## src/rtl/exu_pkg.sv

```systemverilog
// Shared execution-unit definitions: datapath width, divider op codes and
// divider FSM state encodings, plus small op-decode helpers.
package exu_pkg;

   localparam int XLEN = 64;

   // Most negative signed XLEN value; dividing it by -1 overflows.
   localparam logic [XLEN-1:0] XLEN_MIN_NEG = {1'b1, {(XLEN-1){1'b0}}};

   typedef enum logic [1:0] {
      OP_DIV  = 2'b00,
      OP_DIVU = 2'b01,
      OP_REM  = 2'b10,
      OP_REMU = 2'b11
   } div_op_e;

   typedef enum logic [1:0] {
      ST_IDLE = 2'b00,
      ST_CALC = 2'b01,
      ST_FIX  = 2'b10,
      ST_DONE = 2'b11
   } div_state_e;

   // Signed ops treat both operands as two's complement.
   function automatic logic op_is_signed(div_op_e op);
      return (op == OP_DIV) || (op == OP_REM);
   endfunction

   // Remainder ops write back the remainder instead of the quotient.
   function automatic logic op_is_rem(div_op_e op);
      return (op == OP_REM) || (op == OP_REMU);
   endfunction

endpackage

```

## src/rtl/exu_div_core.sv

```systemverilog
// Unsigned restoring divider datapath: holds the partial remainder and the
// quotient shift register, and performs one shift-subtract step per enable.
module exu_div_core
   import exu_pkg::*;
(
   input  logic            clk,
   input  logic            rst_clk,
   input  logic            load,
   input  logic            step,
   input  logic [XLEN-1:0] dividend,
   input  logic [XLEN-1:0] divisor,
   output logic [XLEN-1:0] quotient,
   output logic [XLEN-1:0] remainder
);

   logic [XLEN-1:0] rem_q;
   logic [XLEN-1:0] quo_q;
   logic [XLEN-1:0] dvs_q;
   logic [XLEN:0]   trial;
   logic [XLEN:0]   diff;

   // Trial subtraction: shift the next dividend bit into the partial remainder.
   // The top bit of diff set means the trial value is below the divisor.
   always_comb begin
      trial = {rem_q, quo_q[XLEN-1]};
      diff  = trial - {1'b0, dvs_q};
   end

   // Operand load on accept, then one restoring step per enabled cycle.
   always_ff @(posedge clk or negedge rst_clk) begin
      // NOTE: datapath registers are reset too, so the unit comes out of reset
      // in a fully known state; state updates use non-blocking assignments.
      if (!rst_clk) begin
         rem_q <= '0;
         quo_q <= '0;
         dvs_q <= '0;
      end else if (load) begin
         rem_q <= '0;
         quo_q <= dividend;
         dvs_q <= divisor;
      end else if (step) begin
         if (!diff[XLEN]) begin
            rem_q <= diff[XLEN-1:0];
            quo_q <= {quo_q[XLEN-2:0], 1'b1};
         end else begin
            rem_q <= trial[XLEN-1:0];
            quo_q <= {quo_q[XLEN-2:0], 1'b0};
         end
      end
   end

   assign quotient  = quo_q;
   assign remainder = rem_q;

endmodule

```

## src/rtl/exu_div.sv

```systemverilog
// 64-bit integer divide unit: issue handshake, IDLE/CALC/FIX/DONE control,
// sign handling, divide-by-zero and overflow shortcuts, registered writeback.
module exu_div
   import exu_pkg::*;
#(
   parameter int PREG_W = 6
)(
   input  logic              clk,
   input  logic              rst_clk,
   input  logic              rtu_global_flush,
   input  logic              idu_div_sel,
   input  logic [1:0]        idu_div_op,
   input  logic [PREG_W-1:0] idu_div_preg,
   input  logic [XLEN-1:0]   idu_div_src0,
   input  logic [XLEN-1:0]   idu_div_src1,
   output logic              div_idu_ready,
   output logic              x_div_vld,
   output logic [PREG_W-1:0] x_div_preg,
   output logic [XLEN-1:0]   x_div_result
);

   div_state_e        state;
   logic [5:0]        cnt;
   div_op_e           op_q;
   logic [PREG_W-1:0] preg_q;
   logic              quo_neg;
   logic              rem_neg;

   div_op_e           issue_op;
   logic              issue_signed;
   logic              src0_neg;
   logic              src1_neg;
   logic              div_zero;
   logic              overflow;
   logic              accept;
   logic              core_load;
   logic              core_step;
   logic [XLEN-1:0]   abs0;
   logic [XLEN-1:0]   abs1;
   logic [XLEN-1:0]   special_res;
   logic [XLEN-1:0]   core_quo;
   logic [XLEN-1:0]   core_rem;
   logic [XLEN-1:0]   fixed_quo;
   logic [XLEN-1:0]   fixed_rem;

   // Issue decode: operand magnitudes, special-case detection, shortcut
   // results, and sign correction of the core outputs for the FIX step.
   always_comb begin
      // NOTE: every signal is assigned on every path so no latch is inferred.
      issue_op     = div_op_e'(idu_div_op);
      issue_signed = op_is_signed(issue_op);
      src0_neg     = issue_signed & idu_div_src0[XLEN-1];
      src1_neg     = issue_signed & idu_div_src1[XLEN-1];
      abs0         = src0_neg ? -idu_div_src0 : idu_div_src0;
      abs1         = src1_neg ? -idu_div_src1 : idu_div_src1;
      div_zero     = (idu_div_src1 == '0);
      overflow     = issue_signed && !div_zero &&
                     (idu_div_src0 == XLEN_MIN_NEG) && (idu_div_src1 == '1);
      accept       = (state == ST_IDLE) && idu_div_sel && !rtu_global_flush;
      core_load    = accept && !div_zero && !overflow;
      core_step    = (state == ST_CALC);
      if (div_zero) begin
         special_res = op_is_rem(issue_op) ? idu_div_src0 : '1;
      end else begin
         special_res = op_is_rem(issue_op) ? '0 : idu_div_src0;
      end
      fixed_quo = quo_neg ? -core_quo : core_quo;
      fixed_rem = rem_neg ? -core_rem : core_rem;
   end

   exu_div_core u_core (
      .clk       (clk),
      .rst_clk   (rst_clk),
      .load      (core_load),
      .step      (core_step),
      .dividend  (abs0),
      .divisor   (abs1),
      .quotient  (core_quo),
      .remainder (core_rem)
   );

   // Control FSM with registered ready and writeback outputs; flush wins.
   always_ff @(posedge clk or negedge rst_clk) begin
      if (!rst_clk) begin
         state         <= ST_IDLE;
         cnt           <= '0;
         op_q          <= OP_DIV;
         preg_q        <= '0;
         quo_neg       <= 1'b0;
         rem_neg       <= 1'b0;
         div_idu_ready <= 1'b1;
         x_div_vld     <= 1'b0;
         x_div_preg    <= '0;
         x_div_result  <= '0;
      end else if (rtu_global_flush) begin
         state         <= ST_IDLE;
         cnt           <= '0;
         div_idu_ready <= 1'b1;
         x_div_vld     <= 1'b0;
      end else begin
         case (state)
            ST_IDLE: begin
               if (accept) begin
                  op_q          <= issue_op;
                  preg_q        <= idu_div_preg;
                  quo_neg       <= src0_neg ^ src1_neg;
                  rem_neg       <= src0_neg;
                  div_idu_ready <= 1'b0;
                  if (div_zero || overflow) begin
                     state        <= ST_DONE;
                     x_div_vld    <= 1'b1;
                     x_div_preg   <= idu_div_preg;
                     x_div_result <= special_res;
                  end else begin
                     state <= ST_CALC;
                     cnt   <= 6'd63;
                  end
               end
            end
            ST_CALC: begin
               if (cnt == '0) begin
                  state <= ST_FIX;
               end else begin
                  cnt <= cnt - 6'd1;
               end
            end
            ST_FIX: begin
               state        <= ST_DONE;
               x_div_vld    <= 1'b1;
               x_div_preg   <= preg_q;
               x_div_result <= op_is_rem(op_q) ? fixed_rem : fixed_quo;
            end
            ST_DONE: begin
               state         <= ST_IDLE;
               x_div_vld     <= 1'b0;
               div_idu_ready <= 1'b1;
            end
            default: state <= ST_IDLE;
         endcase
      end
   end

endmodule

```

## config.mk

```make
export PLATFORM = sky130hd
export DESIGN_NAME = exu_div
export DESIGN_NICKNAME = d
export VERILOG_FILES = /design/src/rtl/exu_pkg.sv /design/src/rtl/exu_div_core.sv /design/src/rtl/exu_div.sv
export SDC_FILE = /design/constraint.sdc
export NUM_CORES = 1
export LEC_CHECK = 0
export BUFFER_PORTS_ARGS = -buffer_cell sky130_fd_sc_hd__buf_2
export CORE_MARGIN = 4
export CORE_UTILIZATION = 59
export CTS_CLUSTER_SIZE = 14
export DETAILED_ROUTE_END_ITERATION = 16
export GPL_TIMING_DRIVEN = 0
export PLACE_DENSITY = 0.79
export SLEW_MARGIN = 5
export SYNTH_ARGS = -nofsm -noshare
export SYNTH_HDL_FRONTEND = slang
export SYNTH_SLANG_ARGS = --single-unit
```

## constraint.sdc

```tcl
create_clock -name clk -period 5 [get_ports clk]
set_input_delay 0.25 -clock clk [delete_from_list [all_inputs] [get_ports clk]]
set_output_delay 0.25 -clock clk [all_outputs]
set_load 0.02 [all_outputs]
```

==> summary.md, run 1 <==
| Metric | Value |
|---|---|
| Achievable Freq | 205 MHz |
| Clk slew on worst S/H paths | ~0.060 ns |
| Total clock sinks | 281 |
| GRT Total Usage | 0.402 |
| Largest net degree at the start of global routing | 100 |
| Rows | 72 |
| Maxcap violations | 0 |
| WP data arrival | 5.37 ns |
| Initial antenna violation count | 1 |
| DP Worst Slack | -0.365 ns |
| Hpwl dp | between 60000 and 70000 um |
| Fin nets | 3466 |
| Leakage | 10.8 nW |
| Initial Utilization | 0.598 |
| Crit Path Max Fanout | 10 |
| Design area | 26100 um^2 |
| Mapped Cells | around 3000 |
| Layout Skew | 0.0155 ns |
| ANT nets after route | 0 |
| Area grow syn2layout | 12.8% |
| H-Tree Depth | 1 |
| Post-synthesis register bit count | 281 |
| Port buffer count | 208 |
| CTS Buf Count | 31 |
| Outcome | complete, no violations |
| Share of layout cells above drive strength 1 | 0.101 |
| Asr flop ratio synth | 1.00 |
| GRT overflow | 0 |
| Die Ht | between 200 and 250 um |
| CORE AREA | 38700 um^2 |
| Final setup vio count | 0 |
| Routability Congestion | just over 1 |
| RSZ-0062 raised after global routing | false |
| Worst vdd ir | 0.299 mV |
| Fin crit share | 0.976 |
| Final Power | 19.4 mW |
| Number of global-route vias before repair | 23700 |
| Starting DRT DRC Count | between 3000 and 4000 |
| Critical path launch point type | flop |
| Top_reg_cell synth | dfrtp_1 |
| Worst hold-check path type | input pin to flop |
| Final Hold Vio Count | 0 |
| Sequential area share after synthesis | 0.304 |
| EDFF count, synth | 0 |
| Routed WL | about 89000 um |
| Util after Layout | 0.674 |
| Die ar. | 42500 um^2 |
| CTS tree | yes |
| Routed via count | 24800 |
| Crit path time final | 4.88 ns |
| Mapped Area | 23200 um^2 |
| Netlist cell types | 78 |
| Syn Nets | 3212 |
| Yosys warning count | 0 |
| Worst skew pair latency | 0.60 ns |
| Final setup margin | 0.118 ns |
| Die Wd | roughly 210 um |
| Num ports | ~210 |
| Remaining DRCs | 0 |
| CP Class | flop to flop |
| Worst EP required | 5.48 ns |
| Power Density | 741 nW/um^2 |
| Drt pass-1 iters | 7 |
| Clock buffer depth | 3 |
| Placement Cell Area | 24900 um^2 |
| Critical Path End Type | flop |
| Synthesized area per cell | roughly 7.7 um^2 |
| DR vias/cell | 6.54 |
| Slew Limit Fails | 0 |
| Post-DR wirelength/cell | 23.3 um |
| Slew margin rel. | 0.310 |
| Slew @ Worst Pin | 1.04 ns |
| First-pass GRT wire length | 134000 um |
| Root Buffer Master | clkbuf_16 |
==> cell families (layout without fill, tap and decap cells) <==
family,after synthesis,in the layout,share of synthesized area
flops,281,281,0.304
simple gates,970,970,0.193
xor+xnor,304,304,0.115
buf+inv,305,583,0.0515
compound gates,940,940,0.243
mux,100,100,0.0435
other cells,0,1,0
fa+ha+maj,96,96,0.0500
==> final timing paths <==
kind                       cells past startpoint                               end                            start  slack (ns)
setup / recovery                              16  u_core.remainder[36]$_DFFE_PN0P_  u_core.quotient[63]$_DFFE_PN0P_        0.12
setup reg to reg                              16  u_core.remainder[36]$_DFFE_PN0P_  u_core.quotient[63]$_DFFE_PN0P_        0.12
hold / removal                                 4      u_core.dvs_q[40]$_DFFE_PN0P_                 idu_div_src1[40]       0.008
max in group asynchronous                      3                cnt[3]$_DFFE_PN0P_                          rst_clk        3.76
min in group asynchronous                      2      x_div_result[15]$_DFFE_PN0P_                          rst_clk        0.24
hold reg to reg                                2         x_div_preg[5]$_DFFE_PN0P_        x_div_preg[5]$_DFFE_PN0P_        0.48
==> Yosys cell counts, types with 20 or more instances <==
cell type	number	area, um^2
nand4_1	43	269
o41ai_1	27	236
o22ai_1	20	125
a211oi_1	71	533
a21o_1	42	315
xor2_1	136	1190
ha_1	75	938
a21oi_1	259	1300
or3_1	36	225
o31ai_1	61	458
maj3_1	20	200
nor4_1	26	163
clkbuf_1	168	631
nand2b_1	25	156
o21ai_0	337	1690
inv_1	105	394
mux2i_1	94	941
nand3_1	34	170
dfrtp_1	280	7010
nand2_1	392	1470
nor3_1	50	250
or4_1	30	225
xnor2_1	168	1470
nor2_1	260	976
==> metrics by stage <==
step	instances	hold slack [ns]	TNS [ns]
after CTS	3792	0.00267	0
after detailed placement	3724	0.298	-21.09
after floorplan	2996	-0.0456	0
after global placement	3722	0.454	-374.42
after global routing	3792	0.0266	0
final	3793	0.00789	0
==> registers in the layout, indices dropped and copies added (netlist names), 2 cells and up <==
| signal | cells |
|---|---|
| x_div_preg | 6 |
| u_core.dvs_q | 64 |
| preg_q | 6 |
| u_core.quotient | 64 |
| cnt | 6 |
| state | 2 |
| x_div_result | 64 |
| u_core.remainder | 64 |
==> power breakdown <==
part / leakage [nW] / internal (mW) / switching (mW) / total, mW
logic: 6.72 / 4.47 / 7.86 / 12.3
registers: 3.53 / 3.33 / 1.25 / 4.57
clock network: 0.515 / 1.45 / 1.01 / 2.47
total: 10.8 / 9.25 / 10.1 / 19.4
==> worst max-delay path, cell delays in order (launching register included) <==
cell	delay [ns]
dfrtp_1	0.42
inv_1	0.15
ha_1	0.25
fa_1	0.39
nor2b_1	0.23
o2111ai_1	0.18
a21oi_1	0.33
o211ai_1	0.22
nand3_1	0.30
o21ai_1	0.28
o31a_1	0.36
buf_2	0.20
xor2_2	0.34
clkbuf_2	0.36
clkbuf_2	0.34
a21oi_1	0.13
a211oi_1	0.29
==> layer usage <==
metal  global-route usage  part of all wire
met5                    0                 0
met4                0.210             0.063
met3               0.0716              0.11
met2                0.645              0.45
met1                0.522              0.38
==> cell usage in the layout, fill, tap and decap left out, types with 7 or more instances in the layout <==
master and n:
buf_2 226, a21oi_1 259, o221ai_1 7, o21bai_1 16, or3_1 36, nor2b_1 17
nand3_1 34, a211oi_1 71, dfrtp_1 280, nor2_1 260, xnor2_1 167, o21a_1 10
o21ai_0 336, o211ai_1 13, a31oi_1 17, inv_1 105, nand4_1 43, maj3_1 20
nand2_1 392, and3_1 12, nor4_1 25, dlygate4sd3_1 11, nor3_1 50, or4_1 30
a21o_1 42, xor2_1 135, ha_1 75, buf_1 7, o41ai_1 27, or2_2 13
o31ai_1 61, mux2i_1 94, clkbuf_1 172, clkbuf_16 31, nand2b_1 25, o22ai_1 20
==> cell type report <==
class | instances | area (um^2)
Sequential cell | 281 | 7030
Inverter | 107 | 402
Multi-Input combinational cell | 2410 | 15000
Tap cell | 518 | 648
Timing Repair Buffer | 221 | 1220
Buffer | 198 | 798
Clock buffer | 43 | 861
Antenna cell | 1 | 2.50
Fill cell | 3229 | 12600
Clock inverter | 14 | 203
==> repair_timing <==
item | in CTS | in global routing
hold buffers | 11 | 0
setup buffers | 0 | 0
endpoints found under the hold margin | 99 | 0
resized for setup | 4 | 7
setup endpoints to repair | 47 | 64
pin swaps | 0 | 0
No activity file was read; power rests on OpenSTA's default activity.
==> run 2: changes to the inputs <==
CELL_PAD_IN_SITES_DETAIL_PLACEMENT = 0   (was unset)
CELL_PAD_IN_SITES_GLOBAL_PLACEMENT = 1   (was unset)
CORE_UTILIZATION = 46   (was 59)
PLACE_DENSITY = 0.91   (was 0.79)
==> run 2 against run 1 <==
Power is 0.70% higher. Clock skew shrank 0.0031 ns. Via count shrank 4.1%. Combinational power is essentially flat. Die area is 27% higher. Wire length increased by 1.3%. Register-to-register slack improved by 0.16 ns. Largest cell class unchanged. Maximum frequency increased by 3.3%. Global-route usage fell by 8.0 points.
==> summary.md, run 2 (synthesis results as in run 1) <==
| Metric | Value |
|---|---|
| Worst path slowest cell | buf_2 |
| DR vias/cell | 6.04 (-7.7%) |
| Maxcap violations | 0 (unchanged) |
| Leakage | 10.8 nW (+0.55%) |
| Initial antenna violation count | 1 (unchanged) |
| GRT Total Usage | 0.322 (-0.0799) |
| Number of global-route vias before repair | 22900 (-3.1%) |
| Routability Congestion | 1.02 (+0.87%) |
| Commonest non-fill, non-tap cell in the layout | nand2_1 |
| Area grow syn2layout | 14.0% |
| Root Buffer Master | clkbuf_16 |
| Sum Neg Setup Slack | 0 ns (unchanged) |
| Total clock sinks | 281 (unchanged) |
| Clk slew on worst S/H paths | 0.06 ns (about the same) |
| Final Power | 19.5 mW (+0.70%) |
| Share of layout cells above drive strength 1 | 0.103 (+0.00208) |
| Commonest cells after routing, fill and taps aside | nand2_1, o21ai_0, dfrtp_1, nor2_1, a21oi_1 |
| Drt pass-1 iters | 6 (-1) |
| Routed WL | 89700 um (+1.3%) |
| Largest net degree at the start of global routing | 83 (-17%) |
| Port buffer count | 208 (unchanged) |
| Outcome | complete, no violations |
| Num ports | 212 (unchanged) |
| Clock buffer depth | 3 (unchanged) |
| Max stage delay on crit path | 0.47 ns (+0.05 ns) |
| Hold path depth | 3 (-1) |
| R2r endpoint | u_core.remainder[58]$_DFFE_PN0P_ |
| GRT overflow | 0 (unchanged) |
| H-Tree Depth | 2 (+1) |
| Critical Path End Type | flop |
| Remaining DRCs | 0 (unchanged) |
| CTS Buf Count | 34 (+9.7%) |
| Slew margin rel. | 0.272 (-0.0379) |
| Achievable Freq | 212 MHz (+3.3%) |
| Fill count | 4816 (+49%) |
| Critical path launch point type | flop |
| Crit path time final | 4.73 ns (-0.156 ns) |
| RSZ-0062 raised after global routing | false |
| Die Wd | 232 um (+13%) |
| Power Density | 738 nW/um^2 (-0.39%) |
| CORE AREA | 49400 um^2 (+27%) |
| Slew Limit Fails | 0 (unchanged) |
| CP Class | flop to flop |
| WP data arrival | 5.19 ns (-0.18 ns) |
| Final Hold Vio Count | 0 (unchanged) |
| Post-CTS Setup Bufs | 0 (unchanged) |
| ANT nets after route | 0 (unchanged) |
| First-pass GRT wire length | 136000 um (+0.96%) |
| Placed Cells | 3871 (+3.9%) |
| Worst hold-check path type | input pin to flop |
| R2R Setup Slk | 0.27 ns (+0.16 ns) |
| Layout Skew | 0.0124 ns (-0.00308 ns) |
| Die ar. | 54000 um^2 (+27%) |
| Worst EP required | 5.47 ns (about the same) |
| Post-DR wirelength/cell | 22.8 um (-2.5%) |
| Worst Setup SP | u_core.quotient[63]$_DFFE_PN0P_ |
| Slew @ Worst Pin | 1.09 ns (+0.0545 ns) |
| Layout Cells excl Fill | 3941 (+3.9%) |
| Reg2Reg Depth | 15 (-1) |
| Fin nets | 3467 (+0.029%) |
| Fin crit share | 0.945 (-0.0312) |
| RR Startpoint | u_core.quotient[63]$_DFFE_PN0P_ |
| Crit Path Max Fanout | 10 (unchanged) |
| Worst skew pair latency | 0.56 ns (-0.04 ns) |
| Util after Layout | 0.535 (-0.139) |
| Hpwl dp | 71800 um (+4.3%) |
| Cell Chain, Critical Path | inv_1 > ha_1 > fa_1 > nor2b_1 > o2111ai_1 > a21oi_1 > o211ai_1 > nand3_1 > o21ai_2 > o31a_1 > buf_2 > xnor2_2 > buf_2 > nand3_1 > o22ai_1 |
| CTS tree | yes |
| CP Capture Point | u_core.remainder[58]$_DFFE_PN0P_ |
| Rows | 81 (+13%) |
| Starting DRT DRC Count | 2454 (-20%) |
| Worst vdd ir | 0.345 mV (+15%) |
| Final setup vio count | 0 (unchanged) |
| Die Ht | 232 um (+13%) |
| Routed via count | 23800 (-4.1%) |
| Initial Utilization | 0.469 (-0.129) |
[run 2: cell types whose count changed in the layout (fill, tap and decap cells not counted)]
cell,before,now
buf_16,2,3
bufinv_16,5,2
clkbuf_16,31,37
clkbuf_2,4,3
clkbuf_8,4,7
clkinv_2,6,8
clkinvlp_4,3,0
dlygate4sd3_1,11,8
nor4_1,25,24
nor4_2,2,3
o21ai_1,6,5
o21ai_2,0,1
xor2_2,1,0
xor2_4,0,1
[run 2: worst max-delay path, delay by kind of cell, from the launching register on]
family	cells	cell delay, ns
AOI/OAI and AO/OA	6	1.48
adders and majority gates	2	0.64
and+or+nand+nor	3	0.78
buffers and inverters	3	0.83
xor gates and xnor gates	1	0.46
DFF	1	0.43
[run 2: cell type report]
| cell class | instances | area [um^2] | area share |
|---|---|---|---|
| tap | 664 | 831 | 0.0315 |
| timing repair buffer | 219 | 1210 | 0.0460 |
| clock inverter | 10 | 100 | 0.00379 |
| antenna | 1 | 2.50 | 0.0000948 |
| multi-input combinational | 2410 | 15000 | 0.567 |
| buffer | 198 | 797 | 0.0302 |
| inverter | 107 | 402 | 0.0152 |
| sequential | 281 | 7030 | 0.266 |
| clock buffer | 51 | 1050 | 0.0397 |
[run 2: worst min path at each step]
| stage | startpoint | endpoint | slack [ns] |
|---|---|---|---|
| floorplan | rst_clk | cnt[0]$_DFFE_PN0P_ | -0.05 |
| global placement | x_div_result[37]$_DFFE_PN0P_ | x_div_result[37]$_DFFE_PN0P_ | 0.46 |
| detailed placement | rst_clk | x_div_result[18]$_DFFE_PN0P_ | 0.20 |
| CTS | idu_div_src1[59] | u_core.dvs_q[59]$_DFFE_PN0P_ | 0.02 |
| global route | idu_div_src0[1] | u_core.quotient[1]$_DFFE_PN0P_ | 0.06 |
| finish | idu_div_src1[59] | u_core.dvs_q[59]$_DFFE_PN0P_ | 0.04 |
[run 2: metal layers]
layer,vias up,share of wire,track usage
met4,0,0.046,0.138
li1,11200,-,-
met3,189,0.073,0.0355
met5,-,0,0
met2,1082,0.45,0.523
met1,11400,0.43,0.439
[run 2: through the flow]
step | hold slack [ns] | worst slack (ns) | area, um^2
after CTS | 0.0165 | 0.0164 | 26400
after floorplan | -0.0456 | 1.34 | 23200
after detailed placement | 0.200 | -0.652 | 25100
final | 0.0366 | 0.274 | 26400
after global placement | 0.456 | -1.44 | 25000
after global routing | 0.0583 | 0.0456 | 26400
[run 2: power by group]
group          leakage (nW)  switching [mW]  total (mW)  internal (mW)
combinational          6.72            7.84        12.3           4.48
clock                 0.574            1.05        2.60           1.55
sequential             3.53            1.27        4.59           3.33
[run 2: timing repair]
item | in CTS | in global routing
gates cloned | 0 | 0
hold buffers | 8 | 0
endpoints found under the hold margin | 60 | 0
resized for setup | 5 | 8
endpoints found under the setup margin | 63 | 65
